File: config.mk
export PLATFORM = sky130hd
export DESIGN_NAME = nmi2ahbl_bridge_flat
export DESIGN_NICKNAME = d
export VERILOG_FILES = /design/src/rtl/nmi2ahbl_bridge_if.sv /design/src/rtl/nmi2ahbl_bridge.sv /design/src/flat_wrapper.sv
export SDC_FILE = /design/constraint.sdc
export NUM_CORES = 1
export LEC_CHECK = 0
export CAP_MARGIN = 0
export CORE_MARGIN = 2
export CORE_UTILIZATION = 42
export CTS_CLUSTER_DIAMETER = 120
export DETAILED_ROUTE_END_ITERATION = 8
export PLACE_DENSITY = 0.8
export REMOVE_ABC_BUFFERS = 1
export SLEW_MARGIN = 20
export SYNTH_ARGS = -nofsm -noshare
export SYNTH_HDL_FRONTEND = slang
export SYNTH_SLANG_ARGS = --single-unit
File: constraint.sdc
create_clock -name clk_i -period 2.2 [get_ports clk_i]
set_clock_uncertainty 0.15 [all_clocks]
set_input_delay 0.66 -clock clk_i [delete_from_list [all_inputs] [get_ports clk_i]]
set_output_delay 0.66 -clock clk_i [all_outputs]
set_load 0.01 [all_outputs]
File: src/rtl/nmi2ahbl_bridge_if.sv
// Bus bundle for the NMI-to-AHB-Lite bridge: NMI request/response side plus
// the AHB-Lite master signals. The "master" modport is the bridge's view
// (it masters AHB); "slave" is the environment's view (initiator + AHB slave).
interface nmi2ahbl_bridge_if;
    // NMI side
    logic        nmi_valid_i;
    logic [31:0] nmi_addr_i;
    logic [31:0] nmi_wdata_i;
    logic [3:0]  nmi_wstrb_i;
    logic [31:0] nmi_rdata_o;
    logic        nmi_ready_o;
    logic        err_o;
    // AHB-Lite side
    logic [31:0] haddr_o;
    logic [1:0]  htrans_o;
    logic        hwrite_o;
    logic [2:0]  hsize_o;
    logic [2:0]  hburst_o;
    logic [3:0]  hprot_o;
    logic        hmastlock_o;
    logic [31:0] hwdata_o;
    logic [31:0] hrdata_i;
    logic        hready_i;
    logic        hresp_i;

    modport master (
        input  nmi_valid_i, nmi_addr_i, nmi_wdata_i, nmi_wstrb_i,
        output nmi_rdata_o, nmi_ready_o, err_o,
        output haddr_o, htrans_o, hwrite_o, hsize_o, hburst_o, hprot_o,
        output hmastlock_o, hwdata_o,
        input  hrdata_i, hready_i, hresp_i
    );

    modport slave (
        output nmi_valid_i, nmi_addr_i, nmi_wdata_i, nmi_wstrb_i,
        input  nmi_rdata_o, nmi_ready_o, err_o,
        input  haddr_o, htrans_o, hwrite_o, hsize_o, hburst_o, hprot_o,
        input  hmastlock_o, hwdata_o,
        output hrdata_i, hready_i, hresp_i
    );
endinterface

File: src/rtl/nmi2ahbl_bridge.sv
// NMI-to-AHB-Lite bridge: one SINGLE transfer at a time, all outputs
// registered. Byte strobes are decoded into hsize/address offset; strobe
// patterns AHB cannot express complete with an error and no bus transfer.
module nmi2ahbl_bridge #(
    parameter logic [3:0] HPROT_VAL = 4'b0011
) (
    input  logic                  clk_i,
    input  logic                  rst_i,
    nmi2ahbl_bridge_if.master     bus
);
    localparam logic [1:0] HTRANS_IDLE   = 2'b00;
    localparam logic [1:0] HTRANS_NONSEQ = 2'b10;

    typedef enum logic [1:0] {IDLE, ADDR, DATA, RESP} state_t;

    typedef struct packed {
        logic       legal;
        logic [2:0] size;
        logic [1:0] off;
    } dec_t;

    // Strobe -> transfer size and low address bits. 0000 is a word read.
    function automatic dec_t decode(input logic [3:0] s);
        dec_t d;
        d.legal = 1'b1;
        d.size  = 3'b010;
        d.off   = 2'd0;
        case (s)
            4'b0000, 4'b1111: ;
            4'b0011: d.size = 3'b001;
            4'b1100: begin d.size = 3'b001; d.off = 2'd2; end
            4'b0001: d.size = 3'b000;
            4'b0010: begin d.size = 3'b000; d.off = 2'd1; end
            4'b0100: begin d.size = 3'b000; d.off = 2'd2; end
            4'b1000: begin d.size = 3'b000; d.off = 2'd3; end
            default: d.legal = 1'b0;
        endcase
        return d;
    endfunction

    state_t      state_q, state_d;
    logic        illegal_q, illegal_d;   // current request had an unsupported strobe
    logic [31:0] wdata_q, wdata_d;       // latched write data for the data phase
    logic [31:0] haddr_q, haddr_d;
    logic [1:0]  htrans_q, htrans_d;
    logic        hwrite_q, hwrite_d;
    logic [2:0]  hsize_q, hsize_d;
    logic [31:0] hwdata_q, hwdata_d;
    logic [31:0] rdata_q, rdata_d;
    logic        ready_q, ready_d;
    logic        err_q, err_d;
    dec_t        dec;

    assign dec = decode(bus.nmi_wstrb_i);

    // Next-state and next-output logic; ready/err default low so they pulse.
    always_comb begin
        state_d   = state_q;
        illegal_d = illegal_q;
        wdata_d   = wdata_q;
        haddr_d   = haddr_q;
        htrans_d  = htrans_q;
        hwrite_d  = hwrite_q;
        hsize_d   = hsize_q;
        hwdata_d  = hwdata_q;
        rdata_d   = rdata_q;
        ready_d   = 1'b0;
        err_d     = 1'b0;
        case (state_q)
            IDLE: begin
                if (bus.nmi_valid_i) begin
                    wdata_d = bus.nmi_wdata_i;
                    if (dec.legal) begin
                        illegal_d = 1'b0;
                        haddr_d   = {bus.nmi_addr_i[31:2], dec.off};
                        hsize_d   = dec.size;
                        hwrite_d  = (bus.nmi_wstrb_i != 4'b0000);
                        htrans_d  = HTRANS_NONSEQ;
                        state_d   = ADDR;
                    end else begin
                        // Skip the bus: DATA completes this at once with an error.
                        illegal_d = 1'b1;
                        state_d   = DATA;
                    end
                end
            end
            ADDR: begin
                if (bus.hready_i) begin
                    htrans_d = HTRANS_IDLE;
                    hwdata_d = wdata_q;
                    state_d  = DATA;
                end
            end
            DATA: begin
                if (illegal_q) begin
                    ready_d = 1'b1;
                    err_d   = 1'b1;
                    rdata_d = 32'h0;
                    state_d = RESP;
                end else if (bus.hready_i) begin
                    ready_d = 1'b1;
                    if (bus.hresp_i) begin
                        err_d   = 1'b1;
                        rdata_d = 32'h0;
                    end else begin
                        rdata_d = hwrite_q ? 32'h0 : bus.hrdata_i;
                    end
                    state_d = RESP;
                end
            end
            RESP: state_d = IDLE;
            default: state_d = IDLE;
        endcase
    end

    // State and output registers with synchronous reset.
    always_ff @(posedge clk_i) begin
        if (rst_i) begin
            state_q   <= IDLE;
            illegal_q <= 1'b0;
            wdata_q   <= 32'h0;
            haddr_q   <= 32'h0;
            htrans_q  <= HTRANS_IDLE;
            hwrite_q  <= 1'b0;
            hsize_q   <= 3'b010;
            hwdata_q  <= 32'h0;
            rdata_q   <= 32'h0;
            ready_q   <= 1'b0;
            err_q     <= 1'b0;
        end else begin
            state_q   <= state_d;
            illegal_q <= illegal_d;
            wdata_q   <= wdata_d;
            haddr_q   <= haddr_d;
            htrans_q  <= htrans_d;
            hwrite_q  <= hwrite_d;
            hsize_q   <= hsize_d;
            hwdata_q  <= hwdata_d;
            rdata_q   <= rdata_d;
            ready_q   <= ready_d;
            err_q     <= err_d;
        end
    end

    assign bus.nmi_rdata_o = rdata_q;
    assign bus.nmi_ready_o = ready_q;
    assign bus.err_o       = err_q;
    assign bus.haddr_o     = haddr_q;
    assign bus.htrans_o    = htrans_q;
    assign bus.hwrite_o    = hwrite_q;
    assign bus.hsize_o     = hsize_q;
    assign bus.hwdata_o    = hwdata_q;
    assign bus.hburst_o    = 3'b000;
    assign bus.hprot_o     = HPROT_VAL;
    assign bus.hmastlock_o = 1'b0;
endmodule

File: src/flat_wrapper.sv
// flat-port wrapper written by rule: the top's interface ports become plain ports
module nmi2ahbl_bridge_flat 
#(
    parameter logic [3:0] HPROT_VAL = 4'b0011
)
  (clk_i, rst_i, bus_nmi_valid_i, bus_nmi_addr_i, bus_nmi_wdata_i, bus_nmi_wstrb_i, bus_nmi_rdata_o, bus_nmi_ready_o, bus_err_o, bus_haddr_o, bus_htrans_o, bus_hwrite_o, bus_hsize_o, bus_hburst_o, bus_hprot_o, bus_hmastlock_o, bus_hwdata_o, bus_hrdata_i, bus_hready_i, bus_hresp_i);
  nmi2ahbl_bridge_if bus_i ();
  input  logic clk_i;
  input  logic rst_i;
  input wire logic [$bits(bus_i.nmi_valid_i)-1:0] bus_nmi_valid_i;
  input wire logic [$bits(bus_i.nmi_addr_i)-1:0] bus_nmi_addr_i;
  input wire logic [$bits(bus_i.nmi_wdata_i)-1:0] bus_nmi_wdata_i;
  input wire logic [$bits(bus_i.nmi_wstrb_i)-1:0] bus_nmi_wstrb_i;
  output wire logic [$bits(bus_i.nmi_rdata_o)-1:0] bus_nmi_rdata_o;
  output wire logic [$bits(bus_i.nmi_ready_o)-1:0] bus_nmi_ready_o;
  output wire logic [$bits(bus_i.err_o)-1:0] bus_err_o;
  output wire logic [$bits(bus_i.haddr_o)-1:0] bus_haddr_o;
  output wire logic [$bits(bus_i.htrans_o)-1:0] bus_htrans_o;
  output wire logic [$bits(bus_i.hwrite_o)-1:0] bus_hwrite_o;
  output wire logic [$bits(bus_i.hsize_o)-1:0] bus_hsize_o;
  output wire logic [$bits(bus_i.hburst_o)-1:0] bus_hburst_o;
  output wire logic [$bits(bus_i.hprot_o)-1:0] bus_hprot_o;
  output wire logic [$bits(bus_i.hmastlock_o)-1:0] bus_hmastlock_o;
  output wire logic [$bits(bus_i.hwdata_o)-1:0] bus_hwdata_o;
  input wire logic [$bits(bus_i.hrdata_i)-1:0] bus_hrdata_i;
  input wire logic [$bits(bus_i.hready_i)-1:0] bus_hready_i;
  input wire logic [$bits(bus_i.hresp_i)-1:0] bus_hresp_i;
  assign bus_i.nmi_valid_i = bus_nmi_valid_i;
  assign bus_i.nmi_addr_i = bus_nmi_addr_i;
  assign bus_i.nmi_wdata_i = bus_nmi_wdata_i;
  assign bus_i.nmi_wstrb_i = bus_nmi_wstrb_i;
  assign bus_nmi_rdata_o = bus_i.nmi_rdata_o;
  assign bus_nmi_ready_o = bus_i.nmi_ready_o;
  assign bus_err_o = bus_i.err_o;
  assign bus_haddr_o = bus_i.haddr_o;
  assign bus_htrans_o = bus_i.htrans_o;
  assign bus_hwrite_o = bus_i.hwrite_o;
  assign bus_hsize_o = bus_i.hsize_o;
  assign bus_hburst_o = bus_i.hburst_o;
  assign bus_hprot_o = bus_i.hprot_o;
  assign bus_hmastlock_o = bus_i.hmastlock_o;
  assign bus_hwdata_o = bus_i.hwdata_o;
  assign bus_i.hrdata_i = bus_hrdata_i;
  assign bus_i.hready_i = bus_hready_i;
  assign bus_i.hresp_i = bus_hresp_i;
  nmi2ahbl_bridge #(.HPROT_VAL(HPROT_VAL)) u_core (.clk_i(clk_i), .rst_i(rst_i), .bus(bus_i));
endmodule
==> metrics.md <==
| Metric | Value |
|---|---|
| Status | `completed` |
| Setup CP Type | `flop to output pin` |
| Synthesized cell area | `4900 µm²` |
| Crit path max-delay cell type | `clkdlybuf4s50_1` |
| Gr ovfl total | `0` |
| Fin. Hold Viols | `0` |
| Fillers | `906` |
| DR iter-0 viols | `231` |
| Tot Pwr | `0.00740 W` |
| Max_cap viols | `0` |
| Dpl hpwl | `between 9000 and 10,000 µm` |
| Dominant delay contributor by cell family on the critical path | `buffers and inverters` |
| Post-synth top area share | `between 50% and 60%` |
| Element type at the critical path start | `flop` |
| First-pass GRT wire length | `between 20,000 and 25,000 µm` |
| Depth of the worst hold-timing path | `2` |
| Synth top area cells | `dfxtp_1, nand2_1, a21oi_1` |
| Library cells used by synthesis | `34` |
| WHS Endpoint | `u_core.bus.hwdata_o[13]` |
| Layout Utilization | `68.1%` |
| Leak pwr | `roughly 2.8 nW` |
| Sequential share of the synthesized area | `a little under three fifths` |
| CP required | `about 1400 ps` |
| Vias in the first global route | `4,800` |
| R2R Path End | `u_core.bus.haddr_o[0]` |
| # diodes | `0` |
| Syn_area_per_cell | `around 8.2 µm²` |
| Die W | `roughly 110 µm` |
| Rows | `39` |
| RSZ-0062 raised after global routing | `no` |
| FMAX | `between 0.4 and 0.5 GHz` |
| Reg2reg setup slack | `roughly 450 ps` |
| First drt pass iteration count | `4` |
| Starting Density | `42.9%` |
| Cell chain of the critical path | `clkdlybuf4s50_1` |
| YS warnings | `0` |
| Final wirelength | `between 10,000 and 15,000 µm` |
| Finished Cell Area | `7770 µm²` |
| Post-route ant nets | `0` |
| Nets | `905` |
| CTS tree | `yes` |
| # Post-CTS Setup Buffers | `0` |
| Avg WL per Cell | `~14 µm` |
| Shortest period the worst path allows | `about 2100 ps` |
| Initial antenna violation count | `0` |
| DR DRC count | `0` |
| CP arrival | `between 1000 and 1500 ps` |
| Root buf cell | `clkbuf_16` |
| Worst skew pair latency | `between 400 and 500 ps` |
| Worst hold path type | `flop to flop` |
| Num CTS Buffers | `17` |
| TritonCTS Sinks | `between 100 and 150` |
| Peak fanout along the critical path | `2` |
| Crit share post-route | `between 90% and 100%` |
| Yosys reg bits | `between 100 and 150` |
| Vias per std cell | `between 5 and 6` |
| Dpl cell area | `about 7200 µm²` |
| I/O Pins | `roughly 220` |
| Largest net degree at the start of global routing | `40` |
| Hold Worst Slack | `between 300 and 400 ps` |
| Syn Inst Count | `just under 600` |
| Layout cells sized above 1 | `about 7.3%` |
| R2R cell count | `6` |
| Worst setup EP type | `output pin` |
| Via count | `4,778` |
| GRT Total Usage | `22.3%` |
| Area leader, netlist | `dfxtp_1` |
| Clk buf depth | `2` |
| Peak supply drop | `between 0.6 and 0.7 mV` |
| Die area | `~13,000 µm²` |
| Die height | `between 100 and 150 µm` |
| Area growth, synth to finish | `58.7%` |
| Max stage delay on crit path | `just under 600 ps` |
| Power Dens Cells | `roughly 950 nW/µm²` |
| Core Area | `between 10,000 and 15,000 µm²` |
| GP Congestion | `0.777` |
| Slew Viols, Final | `0` |
| Clock transition at path regs | `about 60 ps` |
| # setup viols final | `0` |
| CP Buf/Inv Count | `1` |
| HP Start | `u_core.wdata_q[13]` |
| H-tree levels | `4` |
| IO Port Bufs | `204` |
| Reg2reg start | `u_core.state_q[0]` |
-- sequential cells by signal, indices dropped and copies added, names as in the netlist, 2 cells and up --
register / count
u_core.bus.haddr_o: 32
u_core.bus.hwdata_o: 32
u_core.bus.nmi_rdata_o: 32
u_core.state_q: 2
u_core.wdata_q: 32
u_core.bus.hsize_o: 2
-- worst max path at each step --
stage | to | start | slack, ps | cells past startpoint
after floorplan | u_core.bus.haddr_o[0] | bus_nmi_valid_i | -540 | 4
after global placement | u_core.bus.haddr_o[0] | bus_nmi_wstrb_i[2] | -160 | 5
after detailed placement | u_core.bus.haddr_o[0] | bus_nmi_wstrb_i[0] | -230 | 5
after CTS | bus_nmi_rdata_o[25] | u_core.bus.nmi_rdata_o[25] | 20 | 1
after global routing | bus_nmi_rdata_o[11] | u_core.bus.nmi_rdata_o[11] | 10 | 1
final | bus_nmi_rdata_o[11] | u_core.bus.nmi_rdata_o[11] | 60 | 1
-- cell type report --
type / instances / area [µm²] / share of cell area (%)
Sequential cell: 137 / 2740 / 35.3
Timing Repair Buffer: 227 / 2310 / 29.8
Multi-Input combinational cell: 410 / 1950 / 25.0
Clock buffer: 20 / 457 / 5.87
Tap cell: 143 / 179 / 2.30
Clock inverter: 12 / 125 / 1.61
Inverter: 3 / 11.3 / 0.145
-- worst min-delay path, cell delays in order (launching register included) --
cell	delay (ps)
dfxtp_1	310
nand2_1	50
a21oi_1	50
-- through the flow --
step | cells | worst slack [ps] | TNS [ps]
after floorplan | 550 | -544 | -19320
after global placement | 920 | -156 | -3090
after CTS | 952 | 16.1 | 0
final | 952 | 55.6 | 0
after global routing | 952 | 11.0 | 0
after detailed placement | 920 | -229 | -4450
-- cells by family after synthesis --
| group | synth area share, % |
|---|---|
| XOR/XNOR | 0.358 |
| adder cells (fa/ha/maj) | 1.02 |
| AND/OR/NAND/NOR | 20.1 |
| flip-flops | 56.0 |
| other | 0.153 |
| AO/OA/AOI/OAI | 17.2 |
| buffers and inverters | 5.13 |
-- cells in the mapped netlist --
cell type  number
conb_1          2
or4_1           1
nor4_2          1
o21a_1          1
nand3_1         1
clkbuf_1       32
nand3b_1        1
nor2_1         39
inv_1           3
a311oi_1        2
xnor2_1         2
buf_1           4
nand2b_1        5
o21ai_2         1
nand2_1       194
nor3_1          2
o22a_1          1
and4_1          1
buf_4          10
buf_2           6
a22oi_1        32
dfxtp_1       137
a21oi_1        98
ha_1            4
o211ai_1        1
nand4_1         1
and2_1          2
o21ai_1         2
a21oi_2         1
o22ai_1         2
o311a_1         1
a31oi_1         2
a2bb2oi_1       1
nor4bb_1        1
-- metal layers --
metal  part of all wire [%]  track usage, %
met1                     40            24.4
met2                     50            38.9
met3                    7.8            8.22
met4                    2.2            9.59
met5                      0               0
-- layout by cell type, fill, tap and decap left out, types with 2 or more instances in the layout --
| master | count |
|---|---|
| xnor2_1 | 2 |
| conb_1 | 10 |
| clkinv_4 | 2 |
| bufinv_16 | 2 |
| o21ai_2 | 2 |
| buf_4 | 16 |
| clkbuf_8 | 2 |
| and2_1 | 2 |
| o22ai_1 | 2 |
| a311oi_1 | 2 |
| nor2_1 | 39 |
| clkdlybuf4s50_1 | 201 |
| nand2b_1 | 5 |
| dfxtp_1 | 137 |
| inv_1 | 3 |
| buf_12 | 8 |
| a21oi_1 | 98 |
| clkbuf_16 | 17 |
| nand2_1 | 194 |
| clkinv_2 | 5 |
| a31oi_1 | 2 |
| ha_1 | 4 |
| clkinvlp_4 | 3 |
| a22oi_1 | 32 |
| nor3_1 | 2 |
-- report_power, final --
group | leakage, nW | switching (W) | internal (W)
Clock | 0.282 | 0.00104 | 0.00172
Combinational | 1.43 | 0.000921 | 0.000795
Sequential | 1.11 | 0.000158 | 0.00276
-- timing repair --
action	4_1_cts	5_1_grt
gates resized for setup	1	1
hold buffers	0	0
setup endpoints to repair	1	1
(Power assumes the default switching activity.)
